`src/rtl/button_conditioner.sv`:
```
// button_conditioner: N-channel push-button / switch conditioner.
// Each channel is synchronised, debounced at a slow sample rate, and then
// decoded into rise/fall pulses, a toggle latch and a long-press pulse.
// The sample rate comes from a clock-enable strobe (tick) generated from
// clk, so all logic runs in the single clk domain.
module button_conditioner #(
    parameter int N          = 4,
    parameter int CLK_HZ     = 100000000,
    parameter int SAMPLE_HZ  = 200,
    parameter int STABLE     = 4,
    parameter int HOLD       = 200,
    parameter bit ACTIVE_LOW = 1'b0
) (
    input  logic         clk,
    input  logic         arst,
    input  logic [N-1:0] btn_in,
    output logic         tick,
    output logic [N-1:0] level,
    output logic [N-1:0] rise,
    output logic [N-1:0] fall,
    output logic [N-1:0] toggle,
    output logic [N-1:0] held
);

    localparam int DIV = CLK_HZ / SAMPLE_HZ;
    localparam int TW  = (DIV > 1) ? $clog2(DIV) : 1;
    localparam int SW  = (STABLE > 1) ? $clog2(STABLE) : 1;
    localparam int HW  = $clog2(HOLD + 1);

    localparam logic [TW-1:0] TICK_LAST = TW'(DIV - 1);
    localparam logic [SW-1:0] CNT_LAST  = SW'(STABLE - 1);
    localparam logic [HW-1:0] HOLD_MAX  = HW'(HOLD);

    // Saturating increment for the hold counter: one long-press pulse per press.
    function automatic logic [HW-1:0] sat_inc(input logic [HW-1:0] v);
        return (v == HOLD_MAX) ? v : v + HW'(1);
    endfunction

    logic [TW-1:0] tcnt;
    logic [N-1:0]  sync_p0;
    logic [N-1:0]  sync_p1;
    logic [N-1:0]  s;

    // Sample-rate divider: tick is high while the counter sits at DIV-1.
    always_ff @(posedge clk or posedge arst) begin
        if (arst) begin
            tcnt <= '0;
        end else if (tcnt == TICK_LAST) begin
            tcnt <= '0;
        end else begin
            tcnt <= tcnt + TW'(1);
        end
    end

    assign tick = (tcnt == TICK_LAST);

    // Two-flop synchroniser for the asynchronous board inputs.
    always_ff @(posedge clk or posedge arst) begin
        if (arst) begin
            sync_p0 <= '0;
            sync_p1 <= '0;
        end else begin
            sync_p0 <= btn_in;
            sync_p1 <= sync_p0;
        end
    end

    // Polarity fix-up so that 1 always means pressed downstream.
    assign s = sync_p1 ^ {N{ACTIVE_LOW}};

    for (genvar i = 0; i < N; i++) begin : g_ch
        logic [SW-1:0] scnt;
        logic [HW-1:0] hcnt;
        logic          lvl;
        logic          lvl_p1;
        logic          tgl;
        logic          hsat_p1;

        // Stability debounce: level only moves after STABLE consecutive
        // differing samples; any agreeing sample restarts the count.
        always_ff @(posedge clk or posedge arst) begin
            if (arst) begin
                scnt <= '0;
                lvl  <= 1'b0;
                tgl  <= 1'b0;
            end else if (tick) begin
                if (s[i] == lvl) begin
                    scnt <= '0;
                end else if (scnt == CNT_LAST) begin
                    lvl  <= s[i];
                    scnt <= '0;
                    if (s[i]) begin
                        tgl <= ~tgl;
                    end
                end else begin
                    scnt <= scnt + SW'(1);
                end
            end
        end

        // Delayed copies for one-cycle edge pulses on level and hold saturation.
        always_ff @(posedge clk or posedge arst) begin
            if (arst) begin
                lvl_p1  <= 1'b0;
                hsat_p1 <= 1'b0;
            end else begin
                lvl_p1  <= lvl;
                hsat_p1 <= (hcnt == HOLD_MAX);
            end
        end

        // Long-press counter: counts ticks while pressed, excluding the tick
        // that set level, and is cleared as soon as level is low.
        always_ff @(posedge clk or posedge arst) begin
            if (arst) begin
                hcnt <= '0;
            end else if (!lvl) begin
                hcnt <= '0;
            end else if (tick) begin
                hcnt <= sat_inc(hcnt);
            end
        end

        assign level[i]  = lvl;
        assign toggle[i] = tgl;
        assign rise[i]   = lvl & ~lvl_p1;
        assign fall[i]   = ~lvl & lvl_p1;
        assign held[i]   = (hcnt == HOLD_MAX) & ~hsat_p1;
    end

endmodule

```
`config.mk`:
```
export PLATFORM = sky130hd
export DESIGN_NAME = button_conditioner
export DESIGN_NICKNAME = d
export VERILOG_FILES = /design/src/rtl/button_conditioner.sv
export SDC_FILE = /design/constraint.sdc
export NUM_CORES = 1
export LEC_CHECK = 0
export BUFFER_PORTS_ARGS = -buffer_cell sky130_fd_sc_hd__buf_2
export CORE_UTILIZATION = 49
export CTS_CLUSTER_DIAMETER = 50
export DETAILED_ROUTE_END_ITERATION = 8
export HOLD_SLACK_MARGIN = 0.15
export PLACE_DENSITY = 0.77
export REMOVE_ABC_BUFFERS = 1
export SYNTH_ARGS = -nofsm -noshare
export SYNTH_HDL_FRONTEND = slang
export SYNTH_SLANG_ARGS = --single-unit
```
`constraint.sdc`:
```
create_clock -name clk -period 3.68 [get_ports clk]
set_input_delay 0.184 -clock clk [delete_from_list [all_inputs] [get_ports clk]]
set_output_delay 0.184 -clock clk [all_outputs]
set_load 0.05 [all_outputs]
```
* Word-level counts from Yosys, hierarchy flattened
Cells that the tools add are included.
Widths: inputs -> output; s select.
** Word-level totals
- Bits of input ports :: 6
- ROM bits :: 0
- Memories kept :: 0
- RAM bits :: 0
- Output and inout bits :: 21
- Latch bits :: 0
- Register bits after elaboration :: 83
** Operators by class
- Multipliers :: 0
- Equality and inequality tests :: 21
- $lt $le $gt $ge :: 0
- Div/mod/pow operators :: 0
- Add/sub/neg operators :: 9
- Shift operators :: 0
- Bitwise logic cells :: 32
- Reductions and logical operators :: 12
- Muxes and demuxes :: 21
** Operators with widths (count)
- $mux 8 :: 12
- $add 8x1->8 const B :: 4
- $eq 8x8->1 const B :: 4
- $not 1->1 :: 20
- $add 19x1->19 const B :: 1
- $eq 19x19->1 const B :: 1
- $mux 19 :: 1
- $mux 2 :: 8
- $ne 2x2->1 const B :: 8
- $reduce_and 4->1 :: 4
- $and 1x1->1 :: 12
- $reduce_and 3->1 :: 4
- $add 2x1->2 const B :: 4
- $eq 2x2->1 const B :: 4
- $reduce_and 2->1 :: 4
- $eq 1x1->1 :: 4

* Depth between registers and ports, before layout
Gate-level depths: netlist (run 1).
- Depth after elaboration :: 4
- Gate-level depth with buffers :: 8

* Worst setup path before layout (run 1)
Ideal clock, no wire load.
- Path type :: flip-flop to flip-flop
- From :: register tcnt[0]
- To :: register g_ch[0].hcnt[5]
- Data arrival time :: 2.052 ns
- Cell stages (with the launch flop) :: 8
- Required time :: 3.601 ns
- Period minus slack after synthesis :: 2.131 ns
- Path slack :: 1.549 ns
- Cells stage by stage :: dfrtp_1 > ha_1 > nand3_2 > or4_4 > buf_6 > buf_6 > or4_1 > a21oi_1
** Between the ends
- Word-level cells in the longest chain between the ends :: 3
** RTL lines
- from (decl) :: RTL line 39 : logic [TW-1:0] tcnt;
- from (signal assigned) :: RTL line 51 : tcnt <= tcnt + TW'(1);
- $eq 19x19->1 :: RTL line 55 : assign tick = (tcnt == TICK_LAST);
- $ne 2x2->1 (no line)
- $reduce_and 2->1 (no line)
- to (signal assigned) :: RTL line 120 : hcnt <= sat_inc(hcnt);
- to (decl) :: RTL line 73 : logic [HW-1:0] hcnt;
No other way between the ends.
A chain may end at the register's enable or synchronous reset.

* Worst setup path after layout (run 1)
- From :: register tcnt[0]
- To :: output port tick
** Between the ends
- Word-level cells in the longest chain between the ends :: 1
** RTL lines
- $eq 19x19->1 :: RTL line 55
- to (decl) :: RTL line 17 : output logic tick,
No other way between the ends.

==> impl_metrics.tcl, run 1 <==
set metrics [dict create \
    outcome "complete, no violations" \
    period_needed_ns 3.070 \
    clockRootBuffer "clkbuf_8" \
    cts_tree "done" \
    totalWireLength_um 8281 \
    criticalPathCategory "reg2out" \
    yosysWarnings 0 \
    clock_latency_ns 0.36 \
    grt_max_degree 63 \
    vias_per_cell 5.805 \
    timing.slew.headroom 0.4407 \
    io_pins 27 \
    grt_pass1_wl_um 14510 \
    fp.dieH_um 94.70 \
    hold_path_class "reg2reg" \
    yosys-top-cells-area "dfrtp_1 (49%), ha_1 (3.9%), o31ai_1 (3.7%), or4_1 (3.7%), a21oi_1 (2.9%)" \
    wl_per_cell_um 15.11 \
    timing.reg2reg.worst_path_depth 6 \
    dp_cells 528 \
    power_leakage_nw 1.978 \
    antenna_found_initial 0 \
    yosysTopAreaCellShare 0.4933 \
    cp_max_fo 62 \
    r2r_slack_ns 1.22 \
    worstReg2RegEnd "g_ch[1].lvl" \
    netlist_area_mm2 0.004210 \
    n_antenna_cell 0 \
    placed_cell_area_mm2 0.004352 \
    dpl.hpwl_um 5486 \
    drive_gt1_frac 0.1309 \
    syn_to_final_growth_pct 9.658 \
    fmax_mhz 325.7 \
    yosysUniqueCellTypes 49 \
    powerDensity_mw_per_mm2 360.2 \
    arrival_ns 2.89 \
    dr.pass1.iters 4 \
    drv_cap 0 \
    cts_buffers 9 \
    ys_seq_elements 83 \
    stdcell_area_mm2 0.004617 \
    fin_skew_ns 0.008799 \
    holdWs_ns 0.3497 \
    dieArea_mm2 0.008967 \
    fin_nets 458 \
    grt-ovfl-total 0 \
    hold_violations 0 \
    ant_nets 0 \
    drc_errors 0 \
    synth.avg_cell_area_um2 10.07 \
    start_util 0.5098 \
    r2r-start "tcnt[0]" \
    numPortBuffers 26 \
    ys_seq_area_frac 0.4933 \
    hold_end "s[3]" \
    setup_violations 0 \
    grtUsageTotal 0.2096 \
    irDropWorstVdd_mv 0.2701 \
    drt-initial-drc-count 173 \
    worstHoldStart "sync_p0[3]" \
    clk_pin_slew_worst_paths_ns 0.07 \
    end_kind "output port" \
    final_cells 548 \
    layout_setup_ws_ns 0.6099 \
    synthCells 418 \
    globalplace.congestion 0.8275 \
    synth-async-reset-ratio 1.000 \
    cts_htree_levels 3 \
    worst_pin_slew_ns 0.8259 \
    fin_tns_setup_ns 0 \
    cp.required_ns 3.50 \
    rsz0062_at_grt "false" \
    synth_top_cell_by_area "dfrtp_1" \
    synth-edff-count 0 \
    ys.flop_type "dfrtp_1" \
    setup.worst_path.start_class "flip-flop" \
    crit_start "tcnt[0]" \
    ctsLongestPathBuffers 2 \
    fp.coreArea_mm2 0.008258 \
    rows 33 \
    place_ws_ns 1.010 \
    fin_crit_sh 0.8343 \
    die_w_um 94.70 \
    min_path_cells 0 \
    vias 3181 \
    finalMaxSlewViolations 0 \
    grt_pass1_vias 3066 \
    cts_sinks 83 \
]
## logic make-up after synthesis
family,share of synthesized area
xor gates and xnor gates,0.04577
muxes,0.01783
adders and majority gates,0.03863
DFF,0.4933
AOI/OAI and AO/OA,0.1242
and+or+nand+nor,0.2229
buffers and inverters,0.05735
## cells in the mapped netlist (13+ instances only)
library cell  instances
xnor2_1              13
nor2_1               24
nand3_1              21
o21ai_0              19
inv_1                22
dfrtp_1              83
or4_1                21
nand2_1              20
a21oi_1              24
ha_1                 13
nand4_1              18
o31ai_1              21
## worst max-delay path by stage
stage / end
floorplan: g_ch[1].lvl
global placement: tick
detailed placement: tick
CTS: tick
global route: tick
finish: tick
## registers in the layout, summed over array words and instances, names as in the netlist
register      cells
s                 4
g_ch.hsat_p1      4
sync_p0           4
g_ch.hcnt        32
g_ch.lvl_p1       4
g_ch.scnt         8
tcnt             19
g_ch.lvl          4
g_ch.tgl          4
## worst max-delay path, stage by stage, from the launching register on
cell      delay, ns
dfrtp_1        0.39
ha_1           0.24
nand3_2        0.14
or4_4          0.79
or2_1          0.46
clkinv_1       0.20
buf_2          0.29
## cells in the final DEF, fill, tap and decap left out, types with 2 or more instances in the layout
master         instances
xnor2_1               13
mux2_2                 4
and3_1                 5
or3b_2                 2
nor3_1                 3
nor2b_1                9
dfrtp_1               83
mux2i_1                3
inv_1                 21
clkinv_2               3
o21ai_1                7
nand3_1               21
and2_1                 3
clkbuf_8              10
buf_2                 26
a31oi_1                2
nand2b_1               4
nand2_1               20
and4_1                 6
o211ai_1               3
bufinv_16              2
buf_4                  3
a21oi_1               24
o31ai_1               21
nor2_1                24
o21ai_0               19
clkinv_1               4
nor4_1                 4
a21boi_0               4
a21boi_1               2
nand4b_1               3
ha_1                  13
or4_1                 21
dlygate4sd3_1          5
or2_2                  3
nand4bb_1              2
nand4_1               18
xor2_1                 9
## where the power goes
part	switching (W)	internal, W	total [W]
registers	0.00000262	0.000916	0.000918
logic	0.0000203	0.00000828	0.0000286
clock network	0.000322	0.000394	0.000716
## metal layers
layer,track usage,up-vias,share of wire
met1,0.2818,1552,0.47
met4,0.09343,0,0.018
met2,0.3357,60,0.48
met3,0.03221,11,0.032
li1,-,1558,-
met5,0,-,0
## cell type report
class,count,area (um^2)
inverter,26,98.84
multi-input combinational,285,1892
clock buffer,10,137.6
sequential,83,2077
timing repair buffer,34,202.7
tap,105,131.4
fill,726,3641
clock inverter,5,77.57
## timing repair
item / CTS / global route
hold buffers: 5 / 0
resized for setup: 0 / 0
endpoints found under the hold margin: 53 / 0
setup buffers: 0 / 0
## through the flow
stage | total power [W] | utilization
2_1_floorplan | 0.0009528 | -
3_3_place_gp | 0.0009626 | 0.5270
3_5_place_dp | 0.0009629 | 0.5270
4_1_cts | 0.001678 | 0.5591
5_1_grt | 0.001724 | 0.5591
6_report | 0.001663 | 0.5591
Power figures use the tool's default switching activity.
==> run 2, diff against run 1 <==
==> constraint.sdc (replaced) <==
create_clock -name clk -period 3.2 [get_ports clk]
set_input_delay 0.16 -clock clk [delete_from_list [all_inputs] [get_ports clk]]
set_output_delay 0.16 -clock clk [all_outputs]
set_load 0.05 [all_outputs]
==> run 2 against run 1 <==
Against the previous run:
- die area stayed put
- global-route usage is 0.55 points lower
- setup slack worse by 0.26 ns
- critical path type unchanged
- sequential power is 15% higher
- non-clock buffer count is 4 higher
- routed wire length is 0.31% higher
- sequential cell count stayed put
- worst hold slack better by 0.0057 ns
- clock skew is 0.0030 ns higher
- largest power group unchanged
==> impl_metrics.tcl, run 2 (synthesis results as in run 1) <==
set metrics [dict create \
    outcome "complete, no violations" \
    multi_input_area_mm2 0.001892 \
    wl_per_cell_um 15.05 \
    drive_gt1_frac 0.1342 \
    clockRootBuffer "clkbuf_8" \
    layout_common_cells "dfrtp_1 (83), buf_2 (26), a21oi_1 (24), nor2_1 (24)" \
    io_pins 27 \
    power_leakage_nw 1.990 \
    fp.dieH_um 94.70 \
    rows 33 \
    setup.worst_path.start_class "flip-flop" \
    stdcell_area_mm2 0.004626 \
    hold_end "s[3]" \
    fin_skew_ns 0.01184 \
    irDropWorstVdd_mv 0.2503 \
    grtUsageTotal 0.2041 \
    cts_buffers 9 \
    grt_pass1_wl_um 14110 \
    fin_crit_sh 0.8899 \
    fin_tns_setup_ns 0 \
    vias 3237 \
    setup_violations 0 \
    numPortBuffers 26 \
    vias_per_cell 5.864 \
    layout_commonest_cell "dfrtp_1" \
    largestRegisters "g_ch.hcnt: 32 flops, tcnt: 19 flops, g_ch.scnt: 8 flops" \
    clk_pin_slew_worst_paths_ns 0.07 \
    r2r-start "tcnt[0]" \
    ant_nets 0 \
    min_path_cells 0 \
    cp_max_fo 31 \
    drc_errors 0 \
    timing.reg2reg.worst_path_depth 6 \
    criticalPathCategory "reg2out" \
    r2r_slack_ns 0.72 \
    timing.slew.headroom 0.4179 \
    syn_to_final_growth_pct 9.866 \
    drt-initial-drc-count 157 \
    fin_nets 462 \
    seq_area_mm2 0.002077 \
    cts_sinks 83 \
    grt_max_degree 40 \
    regMostFlops "g_ch.hcnt" \
    antenna_found_initial 0 \
    clock_latency_ns 0.35 \
    end_kind "output port" \
    placed_cell_area_mm2 0.004382 \
    cp.required_ns 3.04 \
    arrival_ns 2.69 \
    holdWs_ns 0.3553 \
    hold_path_class "reg2reg" \
    fp.coreArea_mm2 0.008258 \
    start_util 0.5098 \
    globalplace.congestion 0.8262 \
    period_needed_ns 2.848 \
    fillers 733 \
    worstReg2RegEnd "g_ch[0].hcnt[4]" \
    n_antenna_cell 0 \
    dr.pass1.iters 4 \
    post_cts_resized 0 \
    powerDensity_mw_per_mm2 396.7 \
    dieArea_mm2 0.008967 \
    ctsLongestPathBuffers 2 \
    hold_violations 0 \
    worstHoldStart "sync_p0[3]" \
    fmax_mhz 351.1 \
    totalWireLength_um 8307 \
    grt_pass1_vias 3104 \
    finalMaxSlewViolations 0 \
    rsz0062_at_grt "false" \
    dpl.hpwl_um 5639 \
    grt-ovfl-total 0 \
    worst_pin_slew_ns 0.8596 \
    postLayoutCoreUtil 0.5602 \
    cts_htree_levels 3 \
    cts.hold.buffers_added 5 \
    cts_tree "done" \
    drv_cap 0 \
    post_cts_buffers 0 \
    largest_reg_flops 32 \
    die_w_um 94.70 \
]
==> run 2: power breakdown <==
part | switching (W) | internal (W)
clock | 0.000345 | 0.000399
sequential | 0.00000296 | 0.00105
combinational | 0.0000247 | 0.0000103
total | 0.000373 | 0.00146
==> run 2: area by class of cell <==
cell class                 instances  area share
timing repair buffer              38     0.05031
clock inverter                     2    0.007574
clock buffer                      13     0.03435
tap                              105     0.02840
sequential                        83      0.4490
inverter                          26     0.02137
multi-input combinational        285      0.4090
==> run 2: critical path: stages (launching register included) <==
cell and delay, ns:
dfrtp_1 0.39, ha_1 0.24, nand3_2 0.14, or4_4 0.67
or2_1 0.41, clkinv_1 0.20, buf_2 0.29
==> run 2: per-layer routing <==
metal / share of wire / up-vias / global-route usage
met5: 0 / - / 0
met4: 0.0091 / 0 / 0.07323
met3: 0.038 / 6 / 0.04187
met2: 0.49 / 60 / 0.3321
met1: 0.46 / 1616 / 0.2702
li1: - / 1555 / -
==> run 2: how the worst max path moves through the flow <==
stage	start	end	slack, ns	cells after the start
after floorplan	tcnt[15]	g_ch[1].lvl	0.65	5
after global placement	tcnt[0]	tick	0.79	6
after detailed placement	tcnt[0]	tick	0.71	6
after CTS	tcnt[0]	tick	0.32	6
after global routing	tcnt[0]	tick	0.15	6
final	tcnt[0]	tick	0.35	6
==> run 2: metrics by stage <==
stage	instances	power [W]	setup slack, ns
detailed placement	532	0.001109	0.7121
floorplan	394	0.001096	0.6453
global placement	532	0.001108	0.7856
global route	552	0.001911	0.1543
finish	552	0.001835	0.3522
CTS	552	0.001860	0.3231
